File: src/rtl/program_loader.sv
// program_loader: boot sequencer that clears data memory, streams a
// program into instruction memory, then runs the CPU for a fixed window.
`timescale 1ns/1ps

module program_loader #(
    parameter int INSTR_MEM_SIZE = 64,
    parameter int DATA_MEM_SIZE  = 32,
    parameter int RUN_CYCLES     = 14,
    localparam int IA = $clog2(INSTR_MEM_SIZE),
    localparam int DA = $clog2(DATA_MEM_SIZE),
    localparam int CW = $clog2(RUN_CYCLES + 1)
) (
    input  logic          clock,
    input  logic          reset,
    input  logic          start,
    input  logic          load_valid,
    input  logic [31:0]   load_data,
    input  logic          load_last,
    output logic          load_ready,
    output logic          imem_we,
    output logic [IA-1:0] imem_addr,
    output logic [31:0]   imem_wdata,
    output logic          dmem_we,
    output logic [DA-1:0] dmem_addr,
    output logic [31:0]   dmem_wdata,
    output logic          cpu_hold,
    output logic [IA:0]   loaded_words,
    output logic          done,
    output logic          error
);

    typedef enum logic [2:0] {
        IDLE,
        CLEAR,
        LOAD,
        RUN,
        HALT
    } state_t;

    localparam logic [DA-1:0] DA_LAST = DA'(DATA_MEM_SIZE - 1);
    localparam logic [IA:0]   IA_LAST = (IA + 1)'(INSTR_MEM_SIZE - 1);
    localparam logic [CW-1:0] RC_LAST = CW'(RUN_CYCLES - 1);

    state_t        state;
    state_t        state_n;
    logic [CW-1:0] cnt;
    logic [CW-1:0] cnt_n;

    logic          load_ready_n;
    logic          imem_we_n;
    logic [IA-1:0] imem_addr_n;
    logic [31:0]   imem_wdata_n;
    logic          dmem_we_n;
    logic [DA-1:0] dmem_addr_n;
    logic          cpu_hold_n;
    logic [IA:0]   loaded_n;
    logic          done_n;
    logic          error_n;
    logic          accept;

    // Data memory is only ever zero-filled.
    assign dmem_wdata = 32'h0;

    // The ready flag is registered, so a handshake depends only on flops
    // on our side and the source's valid.
    assign accept = load_valid && load_ready;

    // Next-state and next-output logic; every output is the registered
    // copy of these values, so nothing combinational reaches a port.
    always_comb begin
        state_n      = state;
        cnt_n        = cnt;
        load_ready_n = 1'b0;
        imem_we_n    = 1'b0;
        imem_addr_n  = imem_addr;
        imem_wdata_n = imem_wdata;
        dmem_we_n    = 1'b0;
        dmem_addr_n  = dmem_addr;
        cpu_hold_n   = 1'b1;
        loaded_n     = loaded_words;
        done_n       = done;
        error_n      = error;

        unique case (state)
            IDLE, HALT: begin
                if (start) begin
                    state_n     = CLEAR;
                    dmem_we_n   = 1'b1;
                    dmem_addr_n = '0;
                    loaded_n    = '0;
                    done_n      = 1'b0;
                    error_n     = 1'b0;
                end
            end

            CLEAR: begin
                // dmem_addr is the word being zeroed this cycle.
                if (dmem_addr == DA_LAST) begin
                    state_n      = LOAD;
                    load_ready_n = 1'b1;
                end else begin
                    dmem_we_n   = 1'b1;
                    dmem_addr_n = dmem_addr + DA'(1);
                end
            end

            LOAD: begin
                load_ready_n = 1'b1;
                if (accept) begin
                    imem_we_n    = 1'b1;
                    imem_addr_n  = loaded_words[IA-1:0];
                    imem_wdata_n = load_data;
                    loaded_n     = loaded_words + (IA + 1)'(1);
                    if (load_last) begin
                        // The final write lands on the same edge the CPU
                        // sees hold drop, ahead of its first fetch.
                        state_n      = RUN;
                        load_ready_n = 1'b0;
                        cpu_hold_n   = 1'b0;
                        cnt_n        = '0;
                    end else if (loaded_words == IA_LAST) begin
                        // Last slot filled without an end marker: keep
                        // the word but never release the CPU.
                        state_n      = HALT;
                        load_ready_n = 1'b0;
                        error_n      = 1'b1;
                    end
                end
            end

            RUN: begin
                cpu_hold_n = 1'b0;
                if (cnt == RC_LAST) begin
                    state_n    = HALT;
                    cpu_hold_n = 1'b1;
                    done_n     = 1'b1;
                end else begin
                    cnt_n = cnt + CW'(1);
                end
            end

            default: begin
                state_n = IDLE;
            end
        endcase
    end

    // State and output registers with synchronous reset.
    always_ff @(posedge clock) begin
        if (reset) begin
            state        <= IDLE;
            cnt          <= '0;
            load_ready   <= 1'b0;
            imem_we      <= 1'b0;
            imem_addr    <= '0;
            imem_wdata   <= '0;
            dmem_we      <= 1'b0;
            dmem_addr    <= '0;
            cpu_hold     <= 1'b1;
            loaded_words <= '0;
            done         <= 1'b0;
            error        <= 1'b0;
        end else begin
            state        <= state_n;
            cnt          <= cnt_n;
            load_ready   <= load_ready_n;
            imem_we      <= imem_we_n;
            imem_addr    <= imem_addr_n;
            imem_wdata   <= imem_wdata_n;
            dmem_we      <= dmem_we_n;
            dmem_addr    <= dmem_addr_n;
            cpu_hold     <= cpu_hold_n;
            loaded_words <= loaded_n;
            done         <= done_n;
            error        <= error_n;
        end
    end

endmodule
File: config.mk
export PLATFORM = sky130hd
export DESIGN_NAME = program_loader
export DESIGN_NICKNAME = d
export VERILOG_FILES = /design/src/rtl/program_loader.sv
export SDC_FILE = /design/constraint.sdc
export NUM_CORES = 1
export LEC_CHECK = 0
export ABC_AREA = 1
export CAP_MARGIN = 20
export CORE_ASPECT_RATIO = 1.2
export CORE_UTILIZATION = 33
export CTS_CLUSTER_DIAMETER = 150
export CTS_CLUSTER_SIZE = 20
export DETAILED_ROUTE_END_ITERATION = 8
export PLACE_DENSITY = 0.65
export REMOVE_ABC_BUFFERS = 1
export SYNTH_ARGS = -nofsm -noshare
export SYNTH_HDL_FRONTEND = slang
export SYNTH_SLANG_ARGS = --single-unit
File: constraint.sdc
create_clock -name clock -period 1.97 [get_ports clock]
set_input_delay 0.197 -clock clock [delete_from_list [all_inputs] [get_ports clock]]
set_output_delay 0.197 -clock clock [all_outputs]
set_load 0.03 [all_outputs]
# == Word-level counts from Yosys, hierarchy flattened ==
# Index checks and enable logic that the tools add are counted.
# W data, S select, Z words.
# word_totals
ff_bits,63
in_bits,37
# op_classes
n_eq_ne,17
muxes,37
reduce_logical,15
n_bitwise,1
n_addsub,3
# ops
cell,n
$mux W3,6
$ne A2 B2 Y1 const B,9
$mux W1,15
$mux W7,2
$pmux W7 S2,1
$mux W4,3
$pmux W3 S4,1
$mux W5,2
$pmux W1 S2,5
$pmux W5 S2,1
$reduce_and A5 Y1,2
$reduce_and A3 Y1,3
$pmux W4 S2,1
$reduce_bool A2 Y1,4
$add A7 B1 Y7 const B,1
$eq A7 B6 Y1 const B,1
$eq A3 B2 Y1 const B,2
$add A5 B1 Y5 const B,1
$eq A5 B5 Y1 const B,1
$add A4 B1 Y4 const B,1
$eq A4 B4 Y1 const B,1
$reduce_and A4 Y1,1
$reduce_or A2 Y1,2
$eq A3 B1 Y1 const B,1
6 further kinds,6

# == Depth between registers and ports, before layout ==
# depth
depth_word,5
mapped_depth,11
ltp_nobuf,11

# == Worst setup path after synthesis ==
# Ideal clock, no wire load.
# synth_timing
path_kind,flip-flop to flip-flop
from,reg dmem_addr[0]
to,reg state[0]
t_arrival_ns,1.693
path_stages_with_launch,12
slack_ns,0.161
n_path_buf,0
setup_time_ns,0.115
synth_period_minus_slack_ns,1.809
required_time_ns,1.855
path_cell_list,dfxtp_1 ha_1 nand2_1 nor2_1 ha_1 inv_1 nand4_1 nand2_1 nor2_1 nand3_1 nand2_1 nor2_1
# synth_via
elab_chain_len,3
# synth_rtl
item,line,text
from (decl),24,"output logic [DA-1:0] dmem_addr,"
from (signal assigned),171,dmem_addr <= dmem_addr_n;
$eq A5 B5 Y1,98,if (dmem_addr == DA_LAST) begin
$ne A2 B2 Y1 (no line),--,
$reduce_and A5 Y1 (no line),--,
to (signal assigned),164,state <= state_n;
to (decl),44,state_t state;
# Every way passes these cells.
# A chain may end at the register's enable or synchronous reset.

# == Final worst setup path ==
# layout_timing
from,reg loaded_words[3]
to,out loaded_words[3]
# layout_rtl
item,line,text
from (decl),27,"output logic [IA:0] loaded_words,"
from (signal assigned),173,loaded_words <= loaded_n;
# No word-level cell between the ends.

==> flow_summary.toml <==
[route]
viasPerCell = 4.41
drc = 0
wirelength_um = 6890
first_iter_violations = 81
first_pass_iters = 4
postRouteAntennaNets = 0
wl_per_cell_um = 11.6
via_count = 2608

[pwr]
switching_share = 0.360
power.share.combinational = 0.296
clkPwrFrac = 0.330
p_sw_mw = 1.42
p_int_mw = 2.53
power_leakage_nw = 1.68
power_density_mw_per_mm2 = 988
finalPower_mw = 3.95
seq_power_share = 0.374
vdd_drop_max_mv = 0.388

[global_routing]
grt_use_total = 0.167
grt_max_degree = 45
grt_pass1_vias = 2592
antenna_found_initial = 0
grt_pass1_wl_um = 11700
grt_overflow = 0

[timing]
fmax_mhz = 574
hold_viol = 0
min_period_over_period = 0.885
period_needed_ns = 1.74
worst_pin_slew_ns = 0.833
report.final.slew_viol_count = 0
slew_headroom = 0.444
clock_skew_ns = 0.0105
rsz0062_at_grt = "false"
setup_viol = 0
finalSetupTns_ns = 0

[cts]
cts_tree = "built"
numClockSinks = 63
cts_max_path_buffers = 2
clkLatencyLatePin_ns = 0.35
cts-root-buf = "clkbuf_8"
cts.reportedPaths.clkPinSlew_ns = 0.08
htree_num_levels = 3
cts_buffers = 9

[synthesis]
synth_top_family_by_area = "simple AND/OR/NAND/NOR gates"
ys_seq_area_frac = 0.440
synth.avg_cell_area_um2 = 7.52
ys_ff_latch = 63
synth.distinct_cells = 26
syn_inst = 381
yosysWarnings = 0
synth-xor-area-share = 0.0122
synth.area.mux_share = 0
yosys.area_share.simple = 0.257
netlist_area_mm2 = 0.00287
synth_compound_area_frac = 0.121
yosys.area_share.adder = 0.0218

[place]
dp_hpwl_um = 4660
io_buffers = 92
place_congestion = 0.854

[die]
dieArea_mm2 = 0.00906
start_util = 0.346
die_h_um = 104
core_area_mm2 = 0.00829
num_rows = 36
fp.dieW_um = 87.1
io_pins = 125

[cells_and_area]
insertedDiodeCount = 0
fillCellCount = 824
area_growth_pct = 39.5
utilization = 0.482
nets = 515
layout-drive-gt1-share = 0.0983

[critical_path]
required_ns = 1.77
crit_buf_inv = 1
worst_path_largest_cell_delay_ns = 0.73
startpoint_type = "flop"
path_cells = "clkdlybuf4s50_1"
worstSetupEndpointType = "output pin"
crit_path_top_delay_cell = "clkdlybuf4s50_1"
path_class = "reg -> out"
cp.arrival_ns = 1.55
r2r_slack_ns = 0.23
path_max_fanout = 7
cp_top_family = "buffers and inverters"

[outcome]
outcome = "finished, final reports clean"

[flow_run]
maxCapViolations = 0

[hold_path]
hp-class = "in -> reg"
-- path summary, 6_finish.rpt --
kind                                              startpoint                         end  depth (start not counted)
worst max register to register     dmem_addr[0]$_SDFFE_PP0P_       state[2]$_SDFFE_PP0P_                         11
worst max-delay path            loaded_words[3]$_SDFFE_PP0P_             loaded_words[3]                          1
worst min-delay path                            load_data[6]  imem_wdata[6]$_SDFFE_PP0P_                          3
worst min register to register            error$_SDFFE_PP0P_          error$_SDFFE_PP0P_                          2
-- stage by stage --
stage / setup WS, ns / area (um2) / hold slack, ns / cells
after detailed placement: 0.105 / 3760 / 0.450 / 576
after global placement: 0.106 / 3760 / 0.437 / 576
after floorplan: 0.124 / 2660 / 0.266 / 366
after global routing: 0.0165 / 4000 / 0.435 / 592
final: 0.227 / 4000 / 0.424 / 592
after CTS: 0.132 / 4000 / 0.414 / 592
-- power by group through the flow --
stage | logic, mW | clock network (mW) | registers, mW
finish | 1.17 | 1.30 | 1.48
floorplan | 0.652 | 0 | 1.62
CTS | 1.16 | 1.34 | 1.48
global route | 1.31 | 1.39 | 1.49
global placement | 1.14 | 0 | 1.50
detailed placement | 1.15 | 0 | 1.50
-- synth_stat cells --
library cell / instances / share of area
a21oi_1: 21 / 0.037
a31oi_1: 1 / 0.0022
buf_2: 4 / 0.0070
buf_4: 33 / 0.086
buf_6: 3 / 0.012
clkbuf_1: 6 / 0.0079
conb_1: 1 / 0.0013
dfxtp_1: 63 / 0.44
ha_1: 5 / 0.022
inv_1: 24 / 0.031
inv_2: 2 / 0.0026
nand2_1: 44 / 0.058
nand2_4: 1 / 0.0039
nand3_1: 15 / 0.026
nand3_2: 1 / 0.0035
nand3b_1: 1 / 0.0026
nand4_1: 1 / 0.0022
nor2_1: 81 / 0.11
nor2_2: 19 / 0.041
nor2_4: 2 / 0.0079
nor3_1: 1 / 0.0017
nor3_2: 1 / 0.0035
o21ai_0: 46 / 0.080
o21ai_1: 1 / 0.0017
xnor2_1: 1 / 0.0031
xor2_1: 3 / 0.0092
-- placed cells by master (no fill, tap or decap), drive strengths merged --
cell type,n
a21oi,21
clkinvlp,2
xor2,3
a31oi,1
nand4,1
xnor2,1
ha,5
conb,32
clkinv,1
nand3b,1
nand3,16
nand2,45
clkdlybuf4s50,92
clkbuf,10
o21ai,47
buf,4
nor3,2
bufinv,2
nor2,102
inv,27
dfxtp,63
-- worst register-to-register path: cells and delay by family, from the launching register on --
family / cells / cell delay (ns)
adders and majority gates: 2 / 0.38
buffers and inverters: 1 / 0.05
DFF: 1 / 0.40
and+or+nand+nor: 8 / 0.81
-- sequential cells by signal, indices dropped and copies added (netlist names) --
name,flops
imem_we,1
imem_wdata,32
cpu_hold,1
loaded_words,7
imem_addr,6
error,1
load_ready,1
state,3
dmem_we,1
cnt,4
dmem_addr,5
done,1
-- cell type report --
type                       count  area, um2  area share
sequential                    63       1260       0.315
tap                          114        143      0.0357
clock inverter                 6       92.6      0.0232
clock buffer                  10        138      0.0344
multi-input combinational    277       1300       0.326
timing repair buffer          96        963       0.241
inverter                      26       97.6      0.0244
-- metal layers --
layer	track usage	routed length [um]	vias to the layer above
met5	0	0	-
met4	0.0833	164	0
met3	0.0714	712	14
met2	0.260	3110	121
met1	0.192	2900	1145
li1	-	-	1328
-- cells by family after synthesis --
kind of cell	Yosys count
xor+xnor	4
simple gates	167
buf+inv	72
other cells	1
flops	63
fa+ha+maj	5
compound gates	69
-- what timing repair did --
action	CTS	global route
setup buffers	0	0
hold buffers	0	0
gates resized for setup	0	1
endpoints found under the setup margin	0	3
No activity file was read; power rests on OpenSTA's default activity.
